`config.mk`:
```
export PLATFORM = sky130hd
export DESIGN_NAME = scan_chain_driver
export DESIGN_NICKNAME = d
export VERILOG_FILES = /design/src/rtl/scan_chain_driver.sv
export SDC_FILE = /design/constraint.sdc
export NUM_CORES = 1
export LEC_CHECK = 0
export BUFFER_PORTS_ARGS = -buffer_cell sky130_fd_sc_hd__buf_4
export CELL_PAD_IN_SITES_DETAIL_PLACEMENT = 2
export CELL_PAD_IN_SITES_GLOBAL_PLACEMENT = 2
export CORE_ASPECT_RATIO = 1.2
export CORE_MARGIN = 2
export CORE_UTILIZATION = 29
export CTS_BUF_LIST = sky130_fd_sc_hd__clkbuf_16
export DETAILED_ROUTE_END_ITERATION = 8
export GPL_TIMING_DRIVEN = 1
export PLACE_DENSITY_LB_ADDON = 0.1
export SETUP_SLACK_MARGIN = 0.2
export SLEW_MARGIN = 10
export SYNTH_ARGS = -nofsm -noshare
export SYNTH_HDL_FRONTEND = slang
export SYNTH_SLANG_ARGS = --single-unit
```
`constraint.sdc`:
```
create_clock -name i_clk -period 1.6 [get_ports i_clk]
set_input_delay 0.16 -clock i_clk [delete_from_list [all_inputs] [get_ports i_clk]]
set_output_delay 0.16 -clock i_clk [all_outputs]
set_load 0.05 [all_outputs]
```
`src/rtl/scan_chain_driver.sv`:
```
// Scan-side test driver: loads a pattern into a scan chain, runs functional capture cycles,
// then unloads and deserialises the chain state. Optional compare: define SCAN_DRV_COMPARE_EN.
module scan_chain_driver #(
    parameter int unsigned CHAIN_LEN      = 4,
    parameter int unsigned CAPTURE_CYCLES = 1
) (
    input  logic                 i_clk,
    input  logic                 i_rst,
    input  logic                 i_start,
    input  logic [CHAIN_LEN-1:0] i_pattern,
    input  logic [CHAIN_LEN-1:0] i_expected,
    output logic                 o_scan_en,
    output logic                 o_scan_si,
    input  logic                 i_scan_so,
    output logic                 o_busy,
    output logic                 o_done,
    output logic [CHAIN_LEN-1:0] o_response,
    output logic                 o_mismatch
);

    localparam int unsigned MAX_PHASE = (CHAIN_LEN > CAPTURE_CYCLES) ? CHAIN_LEN : CAPTURE_CYCLES;
    localparam int unsigned CNT_W     = $clog2(MAX_PHASE + 1);

    // Counter holds cycles remaining in the phase; zero marks the last cycle.
    localparam logic [CNT_W-1:0] SHIFT_LAST = CNT_W'(CHAIN_LEN - 1);
    localparam logic [CNT_W-1:0] CAP_LAST   = CNT_W'(CAPTURE_CYCLES - 1);

    typedef enum logic [2:0] {
        S_IDLE,
        S_LOAD,
        S_CAPTURE,
        S_UNLOAD,
        S_DONE
    } state_t;

    state_t               r_state;
    logic [CNT_W-1:0]     r_cnt;
    logic [CHAIN_LEN-1:0] r_pat;
    logic                 r_scan_en;
    logic                 r_scan_si;
    logic                 r_busy;
    logic                 r_done;
    logic [CHAIN_LEN-1:0] r_response;

    logic                 w_accept;
    logic                 w_cnt_zero;
    logic                 w_unload_last;
    logic [CHAIN_LEN-1:0] w_pat_shl;
    logic [CHAIN_LEN-1:0] w_resp_next;

    assign w_accept      = (r_state == S_IDLE) && i_start;
    assign w_cnt_zero    = (r_cnt == '0);
    assign w_unload_last = (r_state == S_UNLOAD) && w_cnt_zero;
    assign w_pat_shl     = r_pat << 1;
    // First bit unloaded is the last flop, so it ends up in the MSB.
    assign w_resp_next   = (r_response << 1) | CHAIN_LEN'(i_scan_so);

    // Sequencer: state, phase counter and all registered scan/handshake outputs.
    always_ff @(posedge i_clk) begin
        if (!i_rst) begin
            r_state    <= S_IDLE;
            r_cnt      <= '0;
            r_pat      <= '0;
            r_scan_en  <= 1'b0;
            r_scan_si  <= 1'b0;
            r_busy     <= 1'b0;
            r_done     <= 1'b0;
            r_response <= '0;
        end else begin
            r_done <= 1'b0;
            case (r_state)
                S_IDLE: begin
                    if (i_start) begin
                        r_state    <= S_LOAD;
                        r_cnt      <= SHIFT_LAST;
                        r_pat      <= i_pattern;
                        r_scan_en  <= 1'b1;
                        r_scan_si  <= i_pattern[CHAIN_LEN-1];
                        r_busy     <= 1'b1;
                        r_response <= '0;
                    end
                end
                S_LOAD: begin
                    if (w_cnt_zero) begin
                        r_state   <= S_CAPTURE;
                        r_cnt     <= CAP_LAST;
                        r_scan_en <= 1'b0;
                        r_scan_si <= 1'b0;
                    end else begin
                        r_cnt     <= r_cnt - CNT_W'(1);
                        r_pat     <= w_pat_shl;
                        r_scan_si <= w_pat_shl[CHAIN_LEN-1];
                    end
                end
                S_CAPTURE: begin
                    if (w_cnt_zero) begin
                        r_state   <= S_UNLOAD;
                        r_cnt     <= SHIFT_LAST;
                        r_scan_en <= 1'b1;
                        r_scan_si <= 1'b0;
                    end else begin
                        r_cnt <= r_cnt - CNT_W'(1);
                    end
                end
                S_UNLOAD: begin
                    r_response <= w_resp_next;
                    if (w_cnt_zero) begin
                        r_state   <= S_DONE;
                        r_cnt     <= '0;
                        r_scan_en <= 1'b0;
                        r_busy    <= 1'b0;
                        r_done    <= 1'b1;
                    end else begin
                        r_cnt <= r_cnt - CNT_W'(1);
                    end
                end
                S_DONE: begin
                    r_state <= S_IDLE;
                end
                default: begin
                    r_state   <= S_IDLE;
                    r_scan_en <= 1'b0;
                    r_scan_si <= 1'b0;
                    r_busy    <= 1'b0;
                end
            endcase
        end
    end

`ifdef SCAN_DRV_COMPARE_EN
    logic [CHAIN_LEN-1:0] r_expected;
    logic                 r_mismatch;

    // Expected state is captured with the pattern; the verdict lands together with done.
    always_ff @(posedge i_clk) begin
        if (!i_rst) begin
            r_expected <= '0;
            r_mismatch <= 1'b0;
        end else if (w_accept) begin
            r_expected <= i_expected;
            r_mismatch <= 1'b0;
        end else if (w_unload_last) begin
            r_mismatch <= (w_resp_next != r_expected);
        end
    end

    assign o_mismatch = r_mismatch;
`else
    logic w_unused_cfg;
    assign w_unused_cfg = (^i_expected) ^ w_accept ^ w_unload_last;
    assign o_mismatch   = 1'b0;
`endif

    assign o_scan_en  = r_scan_en;
    assign o_scan_si  = r_scan_si;
    assign o_busy     = r_busy;
    assign o_done     = r_done;
    assign o_response = r_response;

endmodule

```
==> flow_metrics.env <==
export IMPL_ctsHoldBuffers=0
export IMPL_worstHoldStart="i_scan_so"
export IMPL_clock_insertion_delay_worst_skew_ns=0.25
export IMPL_synthArstFlopShare_pct=0
export IMPL_drv_cap=0
export IMPL_die_area_sq_um=3371
export IMPL_floorplan_die_width_microns=53.34
export IMPL_netlist_area_leader_share_pct=40.18
export IMPL_grt_pass1_wl_mm=4.029
export IMPL_critical_path_reg2reg_startpoint="r_cnt[1]"
export IMPL_fmax_ghz=0.7348
export IMPL_gr_usage_all_layers_pct=16.15
export IMPL_io_pins=21
export IMPL_post_synth_edffs=0
export IMPL_min_period_over_period_pct=85.06
export IMPL_routed_wire_length_per_instance_microns=14.94
export IMPL_netlist_area_sq_um=847.1
export IMPL_floorplan_initialDensity_pct=30.41
export IMPL_drtIter0Drc=5
export IMPL_detail_route_first_pass_iterations=2
export IMPL_antennaDiodeCount=0
export IMPL_ant_nets=0
export IMPL_routed_wl_met2_mm=1.240
export IMPL_netlist_top_cells_count="sky130_fd_sc_hd__dfxtp_1 (17), sky130_fd_sc_hd__nand2_1 (13), sky130_fd_sc_hd__nor2_1 (9)"
export IMPL_drc_errors=0
export IMPL_clock_tree_root_cell="sky130_fd_sc_hd__clkbuf_16"
export IMPL_p_leak_nw=0.4918
export IMPL_ys_flop_type="sky130_fd_sc_hd__dfxtp_1"
export IMPL_numPortBuffers=15
export IMPL_vias=764
export IMPL_grt_start_max_net_pins=17
export IMPL_clk_transition_reported_paths_ns=0.05
export IMPL_yosys_register_bits=17
export IMPL_wirelength_met1_microns=958
export IMPL_syn2layout_area_growth_pct=36.19
export IMPL_post_drt_via_cell_ratio=4.961
export IMPL_worst_path_max_fanout=3
export IMPL_regToRegSetupSlack_ns=0.24
export IMPL_mean_instance_size_in_the_synthesized_netlist_sq_um=8.643
export IMPL_status="finished clean"
export IMPL_power_per_cell_area_nw_per_um2=1301
export IMPL_number_of_endpoints_failing_setup_at_the_final_stage=0
export IMPL_numCtsBuffers=3
export IMPL_total_number_of_clock_tree_sinks=17
export IMPL_worst_setup_skew_after_layout_ns=0.003577
export IMPL_wl_mm=2.300
export IMPL_core_sq_um=2785
export IMPL_final_instance_count_excl_fill=154
export IMPL_fp_dieH_microns=63.21
export IMPL_cts_path_max_buffers=2
export IMPL_place_hpwl_mm=1.628
export IMPL_crit_reg2reg_capture="r_cnt[1]"
export IMPL_holdWs_ns=0.1825
export IMPL_setup_tns_final_ns=0
export IMPL_syn_instance_count=98
export IMPL_global_route_overflow_total=0
export IMPL_slew_violations=0
export IMPL_synth_top_area_cell="sky130_fd_sc_hd__dfxtp_1"
export IMPL_cts_htree_levels=1
export IMPL_cts_tree="built"
export IMPL_place_detailed_instances=148
export IMPL_synthMostInstantiatedCell="sky130_fd_sc_hd__dfxtp_1"
export IMPL_wl_met3_microns=64
export IMPL_layout_nets=135
export IMPL_routabilityCongestion=0.6823
export IMPL_nFillCells=315
export IMPL_critPathKind="register to register"
export IMPL_grt_antenna_before_repair=0
export IMPL_worst_ir_drop_vdd_mv=0.5047
export IMPL_synthesis_yosys_warnings=0
export IMPL_cp_arrival_ns=1.51
export IMPL_worst_r2r_path_depth=7
export IMPL_endpoint_kind="register"
export IMPL_worst_setup_path_start_kind="register"
export IMPL_min_period_ns=1.361
export IMPL_mappedNetlistNets=112
export IMPL_rsz0062_at_grt="true"
export IMPL_synth_seq_area_share_pct=40.18
export IMPL_hold_viol_final=0
export IMPL_final_layout_size_suffix_gt1_share_pct=38.33
export IMPL_min_delay_worst_type="input pin to register"
export IMPL_first_global_vias=887
export IMPL_worst_hold_path_depth=3
export IMPL_worst_hold_path_endpoint="o_response[0]"
export IMPL_critical_path_required_ns=1.75
export IMPL_routed_top_layer="met4"
export IMPL_rows=21
export IMPL_yosys_cell_types_count=37
export IMPL_netlist_top_cells_area="sky130_fd_sc_hd__dfxtp_1 (40%), sky130_fd_sc_hd__nand2_1 (5.8%), sky130_fd_sc_hd__buf_4 (4.4%)"
-- critical path: stages, from the launching register on --
cell and delay [ns]:
sky130_fd_sc_hd__dfxtp_2 0.33, sky130_fd_sc_hd__nor2_4 0.14, sky130_fd_sc_hd__ha_4 0.14, sky130_fd_sc_hd__buf_4 0.12, sky130_fd_sc_hd__inv_2 0.05, sky130_fd_sc_hd__a21oi_4 0.15, sky130_fd_sc_hd__a211oi_2 0.07, sky130_fd_sc_hd__o31ai_1 0.26
-- worst max path at each step --
stage | start | to | cells past startpoint
after CTS | r_state[0] | r_cnt[1] | 3
after floorplan | r_cnt[0] | r_pat[1] | 6
after detailed placement | r_cnt[2] | r_cnt[1] | 7
after global routing | r_cnt[1] | r_cnt[1] | 7
final | r_cnt[1] | r_cnt[1] | 7
after global placement | r_cnt[0] | r_pat[2] | 7
-- registers in the layout, summed over array words and instances, names as in the netlist --
signal      flops
o_response      4
r_state         3
r_pat           3
o_busy          1
o_done          1
o_scan_si       1
o_scan_en       1
r_cnt           3
-- cell usage in the layout (no fill, tap or decap), types with 3 or more instances in the layout --
cell | Yosys | routed
sky130_fd_sc_hd__nor3_1 | 3 | 3
sky130_fd_sc_hd__nor2_1 | 9 | 8
sky130_fd_sc_hd__dfxtp_1 | 17 | 11
sky130_fd_sc_hd__nor2b_1 | 5 | 5
sky130_fd_sc_hd__buf_4 | 5 | 24
sky130_fd_sc_hd__nand2_1 | 13 | 12
sky130_fd_sc_hd__inv_1 | 5 | 6
sky130_fd_sc_hd__dfxtp_2 | 0 | 6
sky130_fd_sc_hd__clkbuf_16 | 0 | 3
sky130_fd_sc_hd__o22ai_1 | 5 | 5
-- area by class of cell --
class                   instances  area (sq um)  share of cell area (%)
clock buffers                   3         75.07                   6.508
inverters                       6         22.52                   1.952
flip-flops and latches         17         347.8                   30.15
clock inverters                 1         3.754                  0.3254
multi-input cells              69         481.7                   41.76
repair buffers                 24         180.2                   15.62
well taps                      34         42.54                   3.688
-- power by group --
part | switching [mW] | internal (mW)
clock network | 0.166 | 0.332
logic | 0.254 | 0.214
registers | 0.0611 | 0.474
-- per-layer routing --
| layer | vias up | track usage, % |
|---|---|---|
| li1 | 377 | - |
| met1 | 372 | 18.31 |
| met2 | 11 | 27.93 |
| met3 | 4 | 2.844 |
| met4 | 0 | 7.692 |
| met5 | - | 0 |
-- what timing repair did --
| item | CTS | global route |
|---|---|---|
| endpoints found under the setup margin | 5 | 13 |
| setup buffers | 1 | 1 |
| cloned | 0 | 0 |
| gates resized for setup | 4 | 10 |
| pin swaps | 2 | 6 |
-- logic make-up after synthesis --
| kind of cell | after synthesis | share of synthesized area, % |
|---|---|---|
| fa+ha+maj | 2 | 2.954 |
| flops | 17 | 40.18 |
| mux | 4 | 5.022 |
| other cells | 1 | 0.4427 |
| compound gates | 26 | 23.04 |
| simple gates | 35 | 19.79 |
| buf+inv | 12 | 7.533 |
| xor+xnor | 1 | 1.034 |
-- through the flow --
| step | total power [mW] | instance area (sq um) | util [%] | setup slack (ns) |
|---|---|---|---|---|
| after floorplan | 0.8199 | 847.1 | - | 0.2069 |
| after global placement | 0.9371 | 1013 | 36.39 | 0.1897 |
| after detailed placement | 0.9535 | 1013 | 36.39 | 0.1330 |
| after CTS | 1.482 | 1109 | 39.80 | 0.1957 |
| after global routing | 1.614 | 1154 | 41.42 | 0.1171 |
| final | 1.501 | 1154 | 41.42 | 0.2391 |
No activity file was read; power rests on OpenSTA's default activity.
